`src/rtl/uart_tx_ctrl.sv`:
```
// UART transmit controller: serialises a latched parallel word as start, data (LSB first),
// optional parity and stop bits, one bit per CLK cycle.
module uart_tx_ctrl #(
    parameter int unsigned WIDTH = 8
) (
    input  logic             CLK,
    input  logic             RST,
    input  logic [WIDTH-1:0] P_DATA,
    input  logic             Data_Valid,
    input  logic             PAR_EN,
    input  logic             parity,
    output logic             TX_OUT,
    output logic             Busy
);

    localparam int unsigned CNT_W = (WIDTH > 1) ? $clog2(WIDTH) : 1;
    localparam logic [CNT_W-1:0] CNT_LAST = CNT_W'(WIDTH - 1);

    typedef enum logic [2:0] {
        StIdle,
        StStart,
        StData,
        StParity,
        StStop
    } state_e;

    state_e           state_q, state_d;
    logic [WIDTH-1:0] data_q, data_d;
    logic             par_en_q, par_en_d;
    logic [CNT_W-1:0] cnt_q, cnt_d;

    always_ff @(posedge CLK) begin
        if (RST) begin
            state_q  <= StIdle;
            data_q   <= '0;
            par_en_q <= 1'b0;
            cnt_q    <= '0;
        end else begin
            state_q  <= state_d;
            data_q   <= data_d;
            par_en_q <= par_en_d;
            cnt_q    <= cnt_d;
        end
    end

    // Outputs are a pure decode of registered state, except the parity slot which
    // forwards the external parity calculator that is held stable during the frame.
    always_comb begin
        state_d  = state_q;
        data_d   = data_q;
        par_en_d = par_en_q;
        cnt_d    = cnt_q;
        TX_OUT   = 1'b1;
        Busy     = 1'b1;

        unique case (state_q)
            StIdle: begin
                Busy = 1'b0;
                if (Data_Valid) begin
                    data_d   = P_DATA;
                    par_en_d = PAR_EN;
                    cnt_d    = '0;
                    state_d  = StStart;
                end
            end
            StStart: begin
                TX_OUT  = 1'b0;
                state_d = StData;
            end
            StData: begin
                TX_OUT = data_q[cnt_q];
                // Hold the counter on the last bit so it never wraps inside DATA.
                if (cnt_q == CNT_LAST) begin
                    state_d = par_en_q ? StParity : StStop;
                end else begin
                    cnt_d = cnt_q + CNT_W'(1);
                end
            end
            StParity: begin
                TX_OUT  = parity;
                state_d = StStop;
            end
            StStop: begin
                TX_OUT  = 1'b1;
                state_d = StIdle;
            end
            default: begin
                Busy    = 1'b0;
                state_d = StIdle;
            end
        endcase
    end

endmodule

```
`config.mk`:
```
export PLATFORM = sky130hd
export DESIGN_NAME = uart_tx_ctrl
export DESIGN_NICKNAME = d
export VERILOG_FILES = /design/src/rtl/uart_tx_ctrl.sv
export SDC_FILE = /design/constraint.sdc
export NUM_CORES = 1
export LEC_CHECK = 0
export CELL_PAD_IN_SITES_DETAIL_PLACEMENT = 1
export CELL_PAD_IN_SITES_GLOBAL_PLACEMENT = 2
export CORE_ASPECT_RATIO = 0.75
export CORE_UTILIZATION = 34
export CTS_BUF_LIST = sky130_fd_sc_hd__clkbuf_8
export DETAILED_ROUTE_END_ITERATION = 8
export PLACE_DENSITY_LB_ADDON = 0.1
export SLEW_MARGIN = 20
export SYNTH_ARGS = -nofsm -noshare
export SYNTH_HDL_FRONTEND = slang
export SYNTH_SLANG_ARGS = --single-unit
```
`constraint.sdc`:
```
create_clock -name CLK -period 2.5 [get_ports CLK]
set_input_delay 0.625 -clock CLK [delete_from_list [all_inputs] [get_ports CLK]]
set_output_delay 0.625 -clock CLK [all_outputs]
set_load 0.01 [all_outputs]
```
==> flow_summary.ini <==
[cts]
cts.repair.resized = 2
hold_buffers = 0
cts_made_buffers = 3
post_cts_buffers = 0
clock-root-buffer = clkbuf_8
cts_buffer_depth = 2
clk_latency_ns = 0.25
cts_tree = done
cts_sinks = 15
htreeDepth = 1
clk_pin_slew_ns = 0.07

[floorplan]
initial_core_util = 0.369
die-area_um2 = 2420
fp.dieH_um = 42.9
die_w_um = 56.5
core_um2 = 2050
pin_count = 15
rows = 14

[critical_path]
rr_worst_depth = 5
startpoint_type = primary input
crit_family = buffers and inverters
cp-endpoint = TX_OUT
worst_path_largest_cell_delay_ns = 0.39
crit_type = in2out
reg2reg_from = cnt_q[0]$_SDFFE_PP0P_
critPathCaptureType = output port
crit_chain = clkdlybuf4s50_1, and3_2, nor3_1, o31ai_1, dlygate4sd2_1
r2r_setup_slack_ns = 0.88
crit_fanout = 1
path_buf_inv = 2
crit_required_ns = 1.88
worstPathArrival_ns = 1.81
cp_num_cells = 5
setup.worst_path.start = parity
r2r-end = cnt_q[0]$_SDFFE_PP0P_
cp_slowest_cell = clkdlybuf4s50_1

[timing]
fmax_mhz = 411
finalSetupViolations = 0
finalCriticalPeriod_ns = 2.43
hold_viol = 0
fin_setup_tns_ns = 0
setup_ws_ns = 0.0677
skew_ns = 0.00180
tightest_slew_ns = 0.563
rsz0062_at_grt = false
slew_violations = 0
finalCritPeriodShare = 0.973
whs_ns = 0.457
slew_headroom = 0.623

[yosys]
synth_fp_nets = 98
ys_seq_elements = 15
async_flop_share = 0
ys_seq_area_frac = 0.397
synth_flop_cell = dfxtp_1
synth_top_area_frac = 0.397
netlist_top_cells_area = dfxtp_1 40%, nand2_1 9.9%, a21oi_1 7.9%
synth_largest_area_cell = dfxtp_1
synthCells = 83
synth_area_um2 = 757
synth_edf_count = 0
ys_types = 30
ys_warn_count = 0
avgSynthCellArea_um2 = 9.12

[route]
dr.first_iter.drc_count = 7
wire_per_inst_um = 13.7
avgViaCountPerCell = 5.00
via_count = 615
wl_um = 1680
ant_nets = 0
dr.pass1.iters = 4
drc = 0

[global_route]
grt-ovfl-total = 0
grt_pass1_wl_um = 2730
grt_pass1_vias = 609
grt_max_degree = 15
antenna_found_initial = 0
track_usage = 0.154

[place]
portBuffers = 14
post-place-ws_ns = -0.129
place.gp.congestion = 0.774
detailed_place_hpwl_um = 1160

[cells_and_area]
final_util = 0.464
drive_gt1_frac = 0.162
fillers = 243
final_common_cell = nand2_1
final_cell_mix = 20 x nand2_1, 14 x dfxtp_1, 13 x clkdlybuf4s50_1
nets = 115
areaGrowthSynthToFinish_pct = 25.6
antenna_cells = 0

[power]
cellLeakagePower_nw = 0.367
ir_worst_vdd_v = 0.000361
p_per_area_nw_per_um2 = 595

[run_status]
outcome = finished clean

[job]
max-cap-violations = 0

[worst_hold_path]
min_path_type = reg2reg
through the flow:
step / total power [W] / std cells / instance area (um2)
2_1_floorplan: 0.000329 / 83 / 757
3_3_place_gp: 0.000366 / 119 / 902
4_1_cts: 0.000577 / 123 / 951
5_1_grt: 0.000595 / 123 / 951
6_report: 0.000566 / 123 / 951
3_5_place_dp: 0.000367 / 119 / 902
report_power, final:
part	total (W)	switching [W]	internal (W)
clock	0.000205	0.0000925	0.000112
combinational	0.0000995	0.0000463	0.0000532
sequential	0.000262	0.00000895	0.000253
total	0.000566	0.000148	0.000418
synth_stat cells (all sizes together), types with 2 or more instances:
master   n
nor2b    2
nand3    3
nand2   20
dfxtp   15
nor2     3
or4b     2
nor4b    2
a21oi   12
buf      4
ha       2
nand2b   2
routing by layer:
| metal | GRT usage | vias to the layer above | wire [um] | share of wire |
|---|---|---|---|---|
| met1 | 0.195 | 279 | 931 | 0.55 |
| met2 | 0.247 | 14 | 676 | 0.40 |
| li1 | - | 322 | - | - |
| met3 | 0.0549 | 0 | 71 | 0.042 |
| met4 | 0.0439 | 0 | 0 | 0 |
| met5 | 0 | - | 0 | 0 |
logic make-up after synthesis:
kind of cell	count (synthesis)	synth area share
adder cells (fa/ha/maj)	2	0.0331
AO/OA/AOI/OAI	17	0.131
buffers and inverters	5	0.0628
XOR/XNOR	1	0.0116
AND/OR/NAND/NOR	40	0.307
flip-flops	15	0.397
multiplexers	3	0.0578
worst min path at each step:
| stage | startpoint | end | slack [ns] | cells past startpoint |
|---|---|---|---|---|
| 3_3_place_gp | data_q[1]$_SDFFE_PP0P_ | data_q[1]$_SDFFE_PP0P_ | 0.45 | 2 |
| 2_1_floorplan | data_q[5]$_SDFFE_PP0P_ | data_q[5]$_SDFFE_PP0P_ | 0.43 | 2 |
| 4_1_cts | data_q[3]$_SDFFE_PP0P_ | data_q[3]$_SDFFE_PP0P_ | 0.46 | 2 |
| 6_report | data_q[6]$_SDFFE_PP0P_ | data_q[6]$_SDFFE_PP0P_ | 0.46 | 2 |
| 5_1_grt | data_q[5]$_SDFFE_PP0P_ | data_q[5]$_SDFFE_PP0P_ | 0.49 | 2 |
| 3_5_place_dp | data_q[3]$_SDFFE_PP0P_ | data_q[3]$_SDFFE_PP0P_ | 0.45 | 2 |
flip-flops by register name (all words and copies together), names as in the netlist:
name	cells
par_en_q	1
data_q	8
cnt_q	3
state_q	3
final cells by class:
cell class                 count  area, um2  share of cell area
tap                           24       30.0              0.0316
timing repair buffer          17        161               0.170
clock buffer                   3       41.3              0.0434
sequential                    15        302               0.317
multi-input combinational     63        409               0.430
clock inverter                 1       7.51             0.00789
worst register-to-register path, delay by kind of cell (launching register included):
family          cells  cell delay (ns)
flops               1             0.36
simple gates        2             0.60
fa+ha+maj           2             0.43
compound gates      1             0.15
(Power assumes the default switching activity.)
==> edit (same settings) <==
`data_q` no longer has a reset.
--- a/src/rtl/uart_tx_ctrl.sv
+++ b/src/rtl/uart_tx_ctrl.sv
@@ -34,3 +34,2 @@
             state_q  <= StIdle;
-            data_q   <= '0;
             par_en_q <= 1'b0;
@@ -39,3 +38,2 @@
             state_q  <= state_d;
-            data_q   <= data_d;
             par_en_q <= par_en_d;
@@ -43,2 +41,6 @@
         end
+    end
+
+    always_ff @(posedge CLK) begin
+        data_q <= data_d;
     end
Behaviour: same outputs for any inputs over 10 cycles, from zero or initial values and one cycle with RST high; that may be too few to reach the edited logic, so the function may still have changed.
==> edit against the original RTL <==
Setup slack better by 0.082 ns; sequential cell count unchanged; design area down 5.5%; area after synthesis down 11%; sequential power up 8.8%; routed wire length down 19%; critical path type unchanged; critical endpoint unchanged; power down 0.28%; die area down 11%.
==> edit: results (changes against the original RTL) <==
[outcome]
status=complete, no violations

[synthesis]
avgSynthCellArea_um2=12.2  ; +34%
synth-compound-area-share=0.0613  ; -0.0692
synth_cell_type_count=25  ; -17%
synth_xor_area_frac=0.0130  ; +0.00144
post_synth_fa_ha_maj_area_fraction=0.0372  ; +0.00412
syn_nets=70  ; -29%
synth_area_leaders=edfxtp_1, dfxtp_1, mux2i_1, a21oi_1, ha_1
muxShareOfSynthArea=0.0781  ; +0.0202
yosys-top-cells-count=edfxtp_1, dfxtp_1, a21oi_1, nor2_1
synth-edff-count=8  ; +8

[place]
placed_area_um2=851  ; -5.7%
place_inst=92  ; -23%
place_ws_ns=-0.0819  ; +0.0469 ns
dp_hpwl_mm=1.06  ; -8.9%
place_congestion=0.730  ; -5.7%

[power]
leakage_uw=0.000319  ; -13%
p_seq_frac=0.504  ; +0.041
powerComb_uw=79.4  ; -20%
p_sw_frac=0.233  ; -0.0277
pg_seq_uw=285  ; +8.8%
irDropWorstVdd_v=0.000417  ; +15%

[grt]
grt_start_max_net_pins=11  ; -4
grt_pass1_wl_mm=2.16  ; -21%
grt_usage=0.155  ; +0.00104
grt_pass1_vias=456  ; -25%

[routing]
drtIter0Drc=6  ; -1
vias_per_cell=5.01  ; +0.21%
vias=481  ; -22%
dr.pass1.iters=2  ; -2

[sta]
skew_ns=0.00335  ; +0.00155 ns
setup_ws_ns=0.149  ; +0.0816 ns
slew_headroom=0.735  ; +0.112

[cells_and_area]
nets=90  ; -22%
drive_above_1_share=0.149  ; -0.0130

[clock_tree]
cts_resized=1  ; -1

[setup_path]
critPathArrivalTime_ns=1.73  ; -0.08 ns

## edit: cell types whose count changed in the layout (fill, tap and decap cells not counted), moves of 2 or more
cell,change
nor2_1,+2
edfxtp_1,+8
dfxtp_1,-7
o21ai_1,+2
nand4_1,+3
nand2_1,-18
a21oi_1,-7
nand2b_1,-2
mux2i_1,+2
or4b_4,-2
## edit: area by class of cell
class,count,area share
flip-flops and latches,15,0.423
well taps,22,0.0306
repair buffers,17,0.180
clock inverters,1,0.00836
clock buffers,3,0.0460
inverters,1,0.00418
multi-input cells,37,0.308
## edit: stage by stage
stage | setup TNS, ns | hold slack [ns] | util
2_1_floorplan | 0 | 0.468 | -
3_3_place_gp | -0.0348 | 0.502 | 0.476
3_5_place_dp | -0.0819 | 0.526 | 0.476
4_1_cts | 0 | 0.534 | 0.502
5_1_grt | 0 | 0.556 | 0.502
6_report | 0 | 0.538 | 0.502
## edit: logic make-up after synthesis
group,after synthesis
AO/OA/AOI/OAI,8
multiplexers,4
buffers and inverters,3
adder cells (fa/ha/maj),2
XOR/XNOR,1
flip-flops,15
AND/OR/NAND/NOR,22
## edit: final timing paths
| path | startpoint | to | cells past startpoint |
|---|---|---|---|
| setup reg to reg | cnt_q[0] | cnt_q[0] | 7 |
| hold reg to reg | cnt_q[1] | cnt_q[1] | 2 |
| setup / recovery | parity | TX_OUT | 5 |
| hold / removal | cnt_q[1] | cnt_q[1] | 2 |
## edit: layer usage
layer	vias to the layer above	wire length [um]	track usage
li1	246	-	-
met1	221	672	0.193
met2	14	608	0.253
met3	0	77	0.0606
met4	0	0	0.0395
met5	-	0	0
## edit: worst max-delay path, stage by stage
cell and delay, ns:
clkdlybuf4s50_1 0.39, and3_1 0.18, nor3_1 0.17, o21ai_1 0.08, dlygate4sd2_1 0.28
